--- config.mk ---
export PLATFORM = sky130hd
export DESIGN_NAME = cyclic_shift_reg_ctrl
export DESIGN_NICKNAME = d
export VERILOG_FILES = /design/src/rtl/cyclic_shift_reg_ctrl.sv
export SDC_FILE = /design/constraint.sdc
export NUM_CORES = 1
export LEC_CHECK = 0
export ABC_AREA = 1
export CAP_MARGIN = 20
export CELL_PAD_IN_SITES_DETAIL_PLACEMENT = 0
export CELL_PAD_IN_SITES_GLOBAL_PLACEMENT = 2
export CORE_MARGIN = 10
export CORE_UTILIZATION = 29
export CTS_BUF_LIST = sky130_fd_sc_hd__clkbuf_8
export DETAILED_ROUTE_END_ITERATION = 12
export PLACE_DENSITY = 0.92
export SYNTH_ARGS = -nofsm -noshare
export SYNTH_HDL_FRONTEND = slang
export SYNTH_SLANG_ARGS = --single-unit
--- constraint.sdc ---
create_clock -name clk -period 1.55 [get_ports clk]
set_clock_uncertainty 0.1 [all_clocks]
set_input_delay 0.31 -clock clk [delete_from_list [all_inputs] [get_ports clk]]
set_output_delay 0.31 -clock clk [all_outputs]
set_load 0.03 [all_outputs]
--- src/rtl/cyclic_shift_reg_ctrl.sv ---
// rtl/cyclic_shift_reg_ctrl.sv - load/rotate sequencer for one cyclic shift register
//
// Purpose:
//   The controller takes one config, then loads (cfg_w_addr_max+1) wide beats into the
//   shift register. After that it rotates the register out as
//   (cfg_r_addr_max+1)*(cfg_repeats+1) narrow words under consumer backpressure.
//   The data path does not pass through this block. s_data goes straight to the
//   shift register, and m_data is the register's head word.
//
// Ports:
//   clk, reset          single clock, synchronous active-high reset
//   clken               global clock enable; low freezes every register
//   cfg_*               config handshake (accepted only in IDLE)
//   s_valid / s_ready   write-beat handshake (ready only in LOAD)
//   w_en, w_addr        write strobe and beat index to the shift register
//   r_en                rotate-by-one strobe to the shift register
//   r_addr_max          latched last read index of a pass
//   w_addr_max          latched last write beat index
//   m_valid / m_ready   read-word handshake (valid only in READ)
//   m_pass_last         current word closes a pass
//   m_last              current word closes the final pass
//   busy                controller is not idle

module cyclic_shift_reg_ctrl #(
  parameter int R_DEPTH      = 24,
  parameter int R_DATA_WIDTH = 16,
  parameter int W_DATA_WIDTH = 192,
  parameter int REPEAT_WIDTH = 8,
  localparam int W_DEPTH      = R_DEPTH * R_DATA_WIDTH / W_DATA_WIDTH,
  localparam int R_ADDR_WIDTH = (R_DEPTH > 1) ? $clog2(R_DEPTH) : 1,
  localparam int W_ADDR_WIDTH = (W_DEPTH > 1) ? $clog2(W_DEPTH) : 1
) (
  input  logic                    clk,
  input  logic                    reset,
  input  logic                    clken,
  input  logic                    cfg_valid,
  output logic                    cfg_ready,
  input  logic [R_ADDR_WIDTH-1:0] cfg_r_addr_max,
  input  logic [W_ADDR_WIDTH-1:0] cfg_w_addr_max,
  input  logic [REPEAT_WIDTH-1:0] cfg_repeats,
  input  logic                    s_valid,
  output logic                    s_ready,
  output logic                    w_en,
  output logic [W_ADDR_WIDTH-1:0] w_addr,
  output logic                    r_en,
  output logic [R_ADDR_WIDTH-1:0] r_addr_max,
  output logic [W_ADDR_WIDTH-1:0] w_addr_max,
  output logic                    m_valid,
  input  logic                    m_ready,
  output logic                    m_pass_last,
  output logic                    m_last,
  output logic                    busy
);

  localparam logic [1:0] S_IDLE = 2'd0;
  localparam logic [1:0] S_LOAD = 2'd1;
  localparam logic [1:0] S_READ = 2'd2;

  logic [1:0]              r_state;
  logic [W_ADDR_WIDTH-1:0] r_w_addr;
  logic [R_ADDR_WIDTH-1:0] r_word;
  logic [REPEAT_WIDTH-1:0] r_pass;
  logic [R_ADDR_WIDTH-1:0] r_r_addr_max;
  logic [W_ADDR_WIDTH-1:0] r_w_addr_max;
  logic [REPEAT_WIDTH-1:0] r_repeats;

  logic w_is_idle;
  logic w_is_load;
  logic w_is_read;
  logic w_word_end;
  logic w_pass_end;

  assign w_is_idle  = (r_state == S_IDLE);
  assign w_is_load  = (r_state == S_LOAD);
  assign w_is_read  = (r_state == S_READ);
  assign w_word_end = (r_word == r_r_addr_max);
  assign w_pass_end = (r_pass == r_repeats);

  // All handshake outputs decode straight from state so they add no latency.
  assign cfg_ready   = w_is_idle;
  assign s_ready     = w_is_load;
  assign m_valid     = w_is_read;
  assign busy        = !w_is_idle;
  assign w_en        = s_valid & w_is_load & clken;
  assign r_en        = m_ready & w_is_read & clken;
  assign w_addr      = r_w_addr;
  assign r_addr_max  = r_r_addr_max;
  assign w_addr_max  = r_w_addr_max;
  assign m_pass_last = w_is_read & w_word_end;
  assign m_last      = w_is_read & w_word_end & w_pass_end;

  always_ff @(posedge clk) begin
    if (reset) begin
      r_state      <= S_IDLE;
      r_w_addr     <= '0;
      r_word       <= '0;
      r_pass       <= '0;
      r_r_addr_max <= '0;
      r_w_addr_max <= '0;
      r_repeats    <= '0;
    end else if (clken) begin
      case (r_state)
        S_IDLE: begin
          if (cfg_valid) begin
            r_r_addr_max <= cfg_r_addr_max;
            r_w_addr_max <= cfg_w_addr_max;
            r_repeats    <= cfg_repeats;
            r_w_addr     <= '0;
            r_word       <= '0;
            r_pass       <= '0;
            r_state      <= S_LOAD;
          end
        end
        S_LOAD: begin
          if (s_valid) begin
            if (r_w_addr == r_w_addr_max) begin
              r_w_addr <= '0;
              r_state  <= S_READ;
            end else begin
              r_w_addr <= r_w_addr + 1'b1;
            end
          end
        end
        S_READ: begin
          if (m_ready) begin
            if (w_word_end) begin
              // The counters compare for equality, so the pass counter never
              // needs to exceed r_repeats before the next config clears it.
              r_word <= '0;
              r_pass <= r_pass + 1'b1;
              if (w_pass_end) begin
                r_state <= S_IDLE;
              end
            end else begin
              r_word <= r_word + 1'b1;
            end
          end
        end
        default: r_state <= S_IDLE;
      endcase
    end
  end

endmodule
Word-level counts from Yosys, hierarchy flattened --
Cells that the tools add are included.
Storage, ports and cells: word-level logic and storage cells 55, input bits 20, register bits after elaboration 30
Cells by class: add/subtract/negate cells 3, muxes and demuxes 19, equal/unequal tests 11, reduce and logical (&&, ||, !) cells 9, bitwise gates (word level) 6
Operators by type and width (count):
- 8-bit 2-to-1 mux | 3
- 8-bit one-hot mux with 2 select lines | 1
- 5-bit 2-to-1 mux | 3
- 2-bit 2-to-1 mux | 6
- 5-bit one-hot mux with 2 select lines | 1
- 8-bit by 1-bit adder with 8-bit output, second input constant | 1
- 8-bit == test | 1
- 4-bit AND reduction | 2
- 7-bit AND reduction | 1
- 1-bit AND | 6
- 2-bit by 1-bit inequality test with 1-bit output, second input constant | 3
- 2-bit inequality test, second input constant | 3
- 2-bit one-hot mux with 3 select lines | 1
- 5-bit by 1-bit adder with 5-bit output, second input constant | 1
- 5-bit == test | 1
- 5-bit AND reduction | 1
- 2-bit nonzero test | 2
- 1-bit 2-to-1 mux | 3
- 3-bit AND reduction | 1
- 2-bit by 1-bit == test with 1-bit output, second input constant | 1
- 2-bit == test, second input constant | 1
- 2-bit zero test | 1
- 1-bit one-hot mux with 2 select lines | 1
- 1-bit adder, second input constant | 1
- 2 further kinds | 2

Depth between registers and ports, before layout --
Gate-level depths: netlist (run 1).
depth in word-level cells 5, depth in mapped cells 10, gate-level depth less buffers 10

Worst setup path before layout (run 1) --
No wires, ideal clock.
kind register to output, start point register r_r_addr_max[3] (netlist: r_addr_max[3]), end point output port m_last, stages on the path, launching flop included 7, data arrival time 1.676 ns, buffers on the path 0, path slack -0.536 ns, path through dfxtp_1 > inv_1 > nand2_1 > nand2_1 > nor2_1 > nand3_2 > nor3_1
Between the ends: cells in the longest elaborated chain, start to end 3
Ends and longest elaborated chain:
- start, declared | line 63 | logic [R_ADDR_WIDTH-1:0] r_r_addr_max;
- start signal, assigned | line 105 | r_r_addr_max <= cfg_r_addr_max;
- 5-bit == test | line 76 | assign w_word_end = (r_word == r_r_addr_max);
- 1-bit AND (2 in a row) | line 90 | assign m_last = w_is_read & w_word_end & w_pass_end;
- end, declared | line 51 | output logic m_last,
No other way between the ends.

Final worst setup path (run 1) --
start point register r_pass[1], end point output port m_last
Between the ends: cells in the longest elaborated chain, start to end 2
Ends and longest elaborated chain:
- start, declared | line 62 | logic [REPEAT_WIDTH-1:0] r_pass;
- start signal, assigned | line 130 | r_pass <= r_pass + 1'b1;
- 8-bit == test | line 77 | assign w_pass_end = (r_pass == r_repeats);
- 1-bit AND | line 90
No other way between the ends.

==> results.txt, run 1 <==
#FFs+latches synth = 30
Number of synthesized flops with an enable pin = 0
CTS sink cnt = 30
Cell mode on critical path = nand2_1
Worst path max stage delay = 0.34 ns
Largest net degree at the start of global routing = 25
Status = finished, violations left
Vias = 1877
Lkg Pwr = 1.21 nW
Critical path buffer and inverter count = 2
Worst Hold Class = reg2reg
Final instance area = 2880 sq um
Yosys cell types = 28
Gr usage total = 10.9%
Mux share of post-synthesis cell area = 0%
Largest family of logic cells by synthesized area = simple AND/OR/NAND/NOR gates
Sw frac = 36.5%
Final hold vios = 0
Internal = 2.24 mW
Drt pass-1 iters = 4
Fillcell total = 590
Critical Path Sink Type = primary output
Clock power share = 26.7%
Setup-failing EPs final = 14
Hold_sp = r_repeats[4]
Slew headroom = 79.5%
Worst-Skew Late Latency = 0.28 ns
Antenna diodes = 0
Via density = 4.59
Slowest cell on crit path = dfxtp_2
Area share of the largest cell type after synthesis = 34.8%
Cells after Synth = 253
Die area = 9430 sq um
Hold Buf Count CTS = 0
Adder-cell share of the synthesized area = 2.18%
Mapped cell area = 1720 sq um
WL final = 5280 microns
Clock tree from TritonCTS = built
Vias in the first global route = 1780
H-tree levels = 2
Final Critical Period = 1.82 ns
Core area = 5850 sq um
Ys async rst share = 0%
Syn. warnings = 0
DP Wirelength = 3850 microns
Max Root-Sink Buffers = 2
Die H = 97.1 microns
Clock Root Buffer = clkbuf_8
Share of cells above drive strength 1 = 39.2%
Top-count cell post-synth = nand2_1
PortBufs = 34
Crit path max fanout = 3
Synth Area in XOR/XNOR = 6.10%
Crit-path leading delay family = simple AND/OR/NAND/NOR gates
FMAX = 550 MHz
Worst slew pin tran = 0.309 ns
Placed cell areas = 2450 sq um
Req. time, crit path = 1.14 ns
Hold_ws = 0.387 ns
Slew Limit Fails = 0
Reg power frac = 26.7%
WL/cell = 12.9 microns
Worst r2r src = r_addr_max[0]
Area grow syn2layout = 67.1%
Power Dens Cells = 1220 nW/um^2
Row cnt = 28
Grt ovf = 0
GP Congestion = 0.780
Sw power = 1.29 mW
Initial Util = 29.5%
Most instantiated cells after synthesis = nand2_1, dfxtp_1, nor2_1, a21oi_1, nand3_1
Fin crit share = 117%
Register area share after synthesis = 34.8%
Final #Nets = 356
Top post-synthesis cells by area = dfxtp_1, nand2_1, a21oi_1
Post-Synth Simple-Gate Area = 34.5%
CP startpoint kind = flop
Crit-path cells = inv_1 -> nand2_1 -> nand2_1 -> nand2_1 -> nor2_1 -> nand2_2 -> nor3_4 -> buf_6
Compound-Gate Fraction of Synth Area = 14.6%
Multi-input logic area = 1150 sq um
Largest area contributor in the netlist = dfxtp_1
Syn_area_per_cell = 6.81 sq um
Max_cap viols = 0
Reg area = 636 sq um
Post-place setup slack = -0.220 ns
Antenna-violating nets left = 0
Comb power frac = 46.6%
Failing checks = negative setup slack
Peak supply drop = 0.476 mV
Worst setup path start = r_pass[1]
Post-route worst setup slack = -0.268 ns
Drc violations = 0
CTS Buf Count = 5
Top_reg_cell synth = dfxtp_1
Mapped Nets = 276
RSZ-0062 raised after global routing = yes
CP Class = reg2out
Reg clk slew, reported paths = 0.07 ns
Worst Path Arrival = 1.41 ns
Global-route wire length before repair = 8500 microns
Die X = 97.1 microns
DR iter-0 viols = 41
Io pins = 35
Initial antenna violation count = 0
cell families (layout without fill, tap and decap cells):
group                      Yosys count  count (layout)
and+or+nand+nor                    127             127
DFF                                 30              30
buffers and inverters               34             115
AOI/OAI and AO/OA                   47              47
xor gates and xnor gates            12              12
adders and majority gates            3               3
cells in the final DEF, fill, tap and decap left out, types with 7 or more instances in the layout:
| cell | synthesis | layout |
|---|---|---|
| dfxtp_1 | 30 | 14 |
| dfxtp_2 | 0 | 10 |
| inv_1 | 19 | 17 |
| buf_6 | 0 | 12 |
| dlygate4sd2_1 | 0 | 7 |
| nand2_1 | 53 | 45 |
| nand3_1 | 23 | 20 |
| nand2_2 | 6 | 11 |
| buf_4 | 0 | 39 |
| xnor2_1 | 8 | 7 |
| o21ai_1 | 12 | 13 |
| clkdlybuf4s50_1 | 0 | 16 |
| a21oi_1 | 23 | 19 |
| nor2_1 | 30 | 25 |
metrics by stage:
stage | setup TNS, ns | power, mW | utilization [%] | instances
2_1_floorplan | 0 | 1.65 | - | 253
3_3_place_gp | -4.10 | 2.14 | 41.9 | 390
3_5_place_dp | -4.16 | 2.14 | 41.9 | 390
4_1_cts | -0.727 | 3.33 | 46.5 | 405
5_1_grt | -2.70 | 3.74 | 49.2 | 409
6_report | -0.979 | 3.53 | 49.2 | 409
repair_timing:
action / in CTS / in global routing
buffers inserted: 7 / 5
pin swaps: 9 / 6
resized for setup: 45 / 37
gates cloned: 0 / 0
endpoints found under the setup margin: 21 / 24
state kept, by name, summed over array words and instances (netlist names):
| name | count |
|---|---|
| r_repeats | 8 |
| r_addr_max | 5 |
| r_word | 5 |
| r_pass | 8 |
| w_addr_max | 1 |
| r_state | 2 |
| w_addr | 1 |
metal layers:
layer | track usage [%] | vias up | share of wire (%)
li1 | - | 982 | -
met1 | 13.8 | 858 | 46
met2 | 17.3 | 29 | 48
met3 | 2.70 | 8 | 4.0
met4 | 4.09 | 0 | 1.6
met5 | 0 | - | 0
tightest hold or removal path, stage by stage, from the launching register on:
cell     delay [ns]
dfxtp_1        0.32
o21ai_0        0.07
a21oi_1        0.06
final timing paths:
check,end,slack [ns],cells past startpoint
min reg2reg,r_repeats[4],0.39,2
max reg2reg,r_pass[3],-0.05,11
min,r_repeats[4],0.39,2
max,m_last,-0.27,8
power groups by stage:
stage               combinational, mW  sequential, mW  clock, mW
global placement                 1.21           0.929          0
CTS                              1.44           0.932      0.962
finish                           1.64           0.941      0.942
floorplan                       0.706           0.947          0
detailed placement               1.21           0.931          0
global route                     1.79           0.950       1.00
layout make-up:
| cell class | count | area share, % |
|---|---|---|
| clock buffer | 5 | 2.39 |
| tap | 75 | 3.26 |
| timing repair buffer | 81 | 26.0 |
| inverter | 26 | 4.08 |
| clock inverter | 3 | 2.22 |
| multi-input combinational | 189 | 40.0 |
| sequential | 30 | 22.1 |
Power figures use the tool's default switching activity.
==> run 2: changes to the inputs <==
--- a/config.mk
+++ b/config.mk
@@ -13,7 +13,7 @@
 export CORE_UTILIZATION = 29
 export CTS_BUF_LIST = sky130_fd_sc_hd__clkbuf_8
 export DETAILED_ROUTE_END_ITERATION = 12
-export PLACE_DENSITY = 0.92
+export PLACE_DENSITY_LB_ADDON = 0.1
 export SYNTH_ARGS = -nofsm -noshare
 export SYNTH_HDL_FRONTEND = slang
 export SYNTH_SLANG_ARGS = --single-unit
==> run 2 against run 1 <==
The flow still finishes with violations (negative setup slack). Final area increased by 1.5%. Combinational power increased by 10%. Critical path depth decreased by 2. Non-clock buffer count increased by 5. Routed wire length increased by 4.8%. Global-route usage increased by 0.49 points. Clock power decreased by 36%. Core utilization increased by 0.75 points. Fmax increased by 0.42%. Sequential power increased by 0.9%. Setup slack improved by 0.0076 ns. Critical endpoint unchanged. Largest cell class unchanged. Highest routed layer unchanged.
==> results.txt, run 2 (same netlist as run 1, synthesis figures left out) <==
Reg clk slew, reported paths = 0.06 ns (was 0.07 ns)
Io pins = 35 (unchanged)
Antenna diodes = 0 (unchanged)
Fin crit share = 117% (about the same)
Sw frac = 40.0% (was 36.5%)
Share of cells above drive strength 1 = 39.7% (was 39.2%)
Gr usage total = 11.4% (was 10.9%)
Final #Nets = 362 (was 356)
Final TNS setup = -0.684 ns (was -0.979 ns)
Hold Path Cell Cnt = 2 (unchanged)
Clock Root Buffer = clkbuf_8 (unchanged)
Die H = 97.1 microns (unchanged)
Hold_sp = r_pass[1] (was r_repeats[4])
Slew headroom = 72.0% (was 79.5%)
Comb power frac = 53.8% (was 46.6%)
Biggest regs = r_pass (8), r_repeats (8) (unchanged)
Hold_ws = 0.378 ns (was 0.387 ns)
Max Root-Sink Buffers = 2 (unchanged)
Reg power frac = 28.2% (was 26.7%)
Grt ovf = 0 (unchanged)
Worst R2R Path Depth = 10 (was 11)
Power Dens Cells = 1150 nW/um^2 (was 1220 nW/um^2)
Fillcell total = 597 (was 590)
Reg2reg end = r_pass[0] (was r_pass[3])
Worst slew pin tran = 0.420 ns (was 0.309 ns)
CP Class = reg2out (unchanged)
Core area = 5850 sq um (unchanged)
Clock power share = 17.9% (was 26.7%)
Critical Path Sink Type = primary output (unchanged)
Worst Hold Class = reg2reg (unchanged)
Flop-to-flop setup slack = 0.02 ns (was -0.05 ns)
DP Wirelength = 3950 microns (was 3850 microns)
CP startpoint kind = flop (unchanged)
WL final = 5540 microns (was 5280 microns)
Slew Limit Fails = 0 (unchanged)
Final Critical Period = 1.81 ns (was 1.82 ns)
CTS Buf Count = 5 (unchanged)
Most common cell after layout, fill and taps aside = nand2_1 (unchanged)
Drc violations = 0 (unchanged)
PortBufs = 34 (unchanged)
Vias in the first global route = 1818 (was 1780)
WL/cell = 13.3 microns (was 12.9 microns)
Via density = 4.56 (was 4.59)
Reg area = 639 sq um (was 636 sq um)
RSZ-0062 raised after global routing = yes (unchanged)
Crit path max fanout = 2 (was 3)
Worst Hold Endpoint = r_pass[1] (was r_repeats[4])
Lkg Pwr = 1.24 nW (was 1.21 nW)
Worst-Skew Late Latency = 0.29 ns (was 0.28 ns)
Largest net degree at the start of global routing = 25 (unchanged)
Max_cap viols = 0 (unchanged)
Die X = 97.1 microns (unchanged)
FMAX = 552 MHz (was 550 MHz)
H-tree levels = 2 (unchanged)
GP Congestion = 0.768 (was 0.780)
Antenna-violating nets left = 0 (unchanged)
Global-route wire length before repair = 8960 microns (was 8500 microns)
Internal = 2.02 mW (was 2.24 mW)
Worst Path Arrival = 1.40 ns (was 1.41 ns)
DR iter-0 viols = 54 (was 41)
Die area = 9430 sq um (unchanged)
Most frequent cells in the layout = nand2_1, buf_4, nor2_1 (unchanged)
Setup-failing EPs final = 5 (was 14)
Area grow syn2layout = 69.6% (was 67.1%)
Post-route worst setup slack = -0.261 ns (was -0.268 ns)
Initial Util = 29.5% (unchanged)
Initial antenna violation count = 0 (unchanged)
Drt pass-1 iters = 4 (unchanged)
Tot Pwr = 3.36 mW (was 3.53 mW)
Status = finished, violations left (unchanged)
Failing checks = negative setup slack (unchanged)
Peak supply drop = 0.688 mV (was 0.476 mV)
Sw power = 1.34 mW (was 1.29 mW)
Worst r2r src = r_addr_max[2] (was r_addr_max[0])
Vias = 1892 (was 1877)
Row cnt = 28 (unchanged)
Clock tree from TritonCTS = built (unchanged)
Final hold vios = 0 (unchanged)
Multi-input logic area = 1170 sq um (was 1150 sq um)
CTS sink cnt = 30 (unchanged)
Req. time, crit path = 1.14 ns (about the same)
==> run 2: through the flow <==
stage               instances  utilization [%]  setup slack [ns]  cell area (sq um)
finish                    415             50.0            -0.261               2920
global placement          386             41.1            -0.192               2410
CTS                       407             46.5            -0.276               2720
floorplan                 253                -           0.00116               1760
detailed placement        386             41.1            -0.209               2410
global route              415             50.0            -0.335               2920
==> run 2: cell type report <==
class                   count  area share [%]
clock buffers               5            2.35
multi-input cells         190            40.2
well taps                  75            3.21
clock inverters             3           0.428
repair buffers             86            27.9
inverters                  26            4.11
flip-flops and latches     30            21.9
==> run 2: worst max-delay path, cell delays in order, from the launching register on <==
cell	delay, ns
dfxtp_1	0.36
xnor2_1	0.13
nand2_1	0.08
nor2_2	0.13
nand2_2	0.10
nor3_4	0.17
buf_6	0.15
==> run 2: timing repair <==
item | 4_1_cts | 5_1_grt
resized for setup | 48 | 41
cloned | 0 | 1
buffers inserted | 13 | 8
setup endpoints to repair | 26 | 20
pin swaps | 8 | 17
hold buffers | 0 | 0
==> run 2: worst max-delay path by stage <==
| stage | startpoint | end | cells after the start |
|---|---|---|---|
| 2_1_floorplan | r_addr_max[0] | m_last | 6 |
| 3_3_place_gp | cfg_valid | w_en | 6 |
| 3_5_place_dp | cfg_valid | w_en | 6 |
| 4_1_cts | r_addr_max[2] | m_last | 7 |
| 5_1_grt | r_pass[6] | m_last | 6 |
| 6_report | r_pass[2] | m_last | 6 |
==> run 2: routing by layer <==
layer / wire length (microns) / track usage, % / part of all wire [%]
met1: 2640 / 14.5 / 48
met2: 2540 / 17.2 / 46
met3: 278 / 3.70 / 5.0
met4: 85 / 4.43 / 1.5
met5: 0 / 0 / 0
==> run 2: power by group through the flow <==
| stage | clock (mW) | combinational [mW] | sequential [mW] |
|---|---|---|---|
| CTS | 0.620 | 1.62 | 0.934 |
| global placement | 0 | 1.20 | 0.936 |
| detailed placement | 0 | 1.19 | 0.935 |
| finish | 0.602 | 1.81 | 0.949 |
| global route | 0.658 | 1.96 | 0.959 |
| floorplan | 0 | 0.706 | 0.947 |
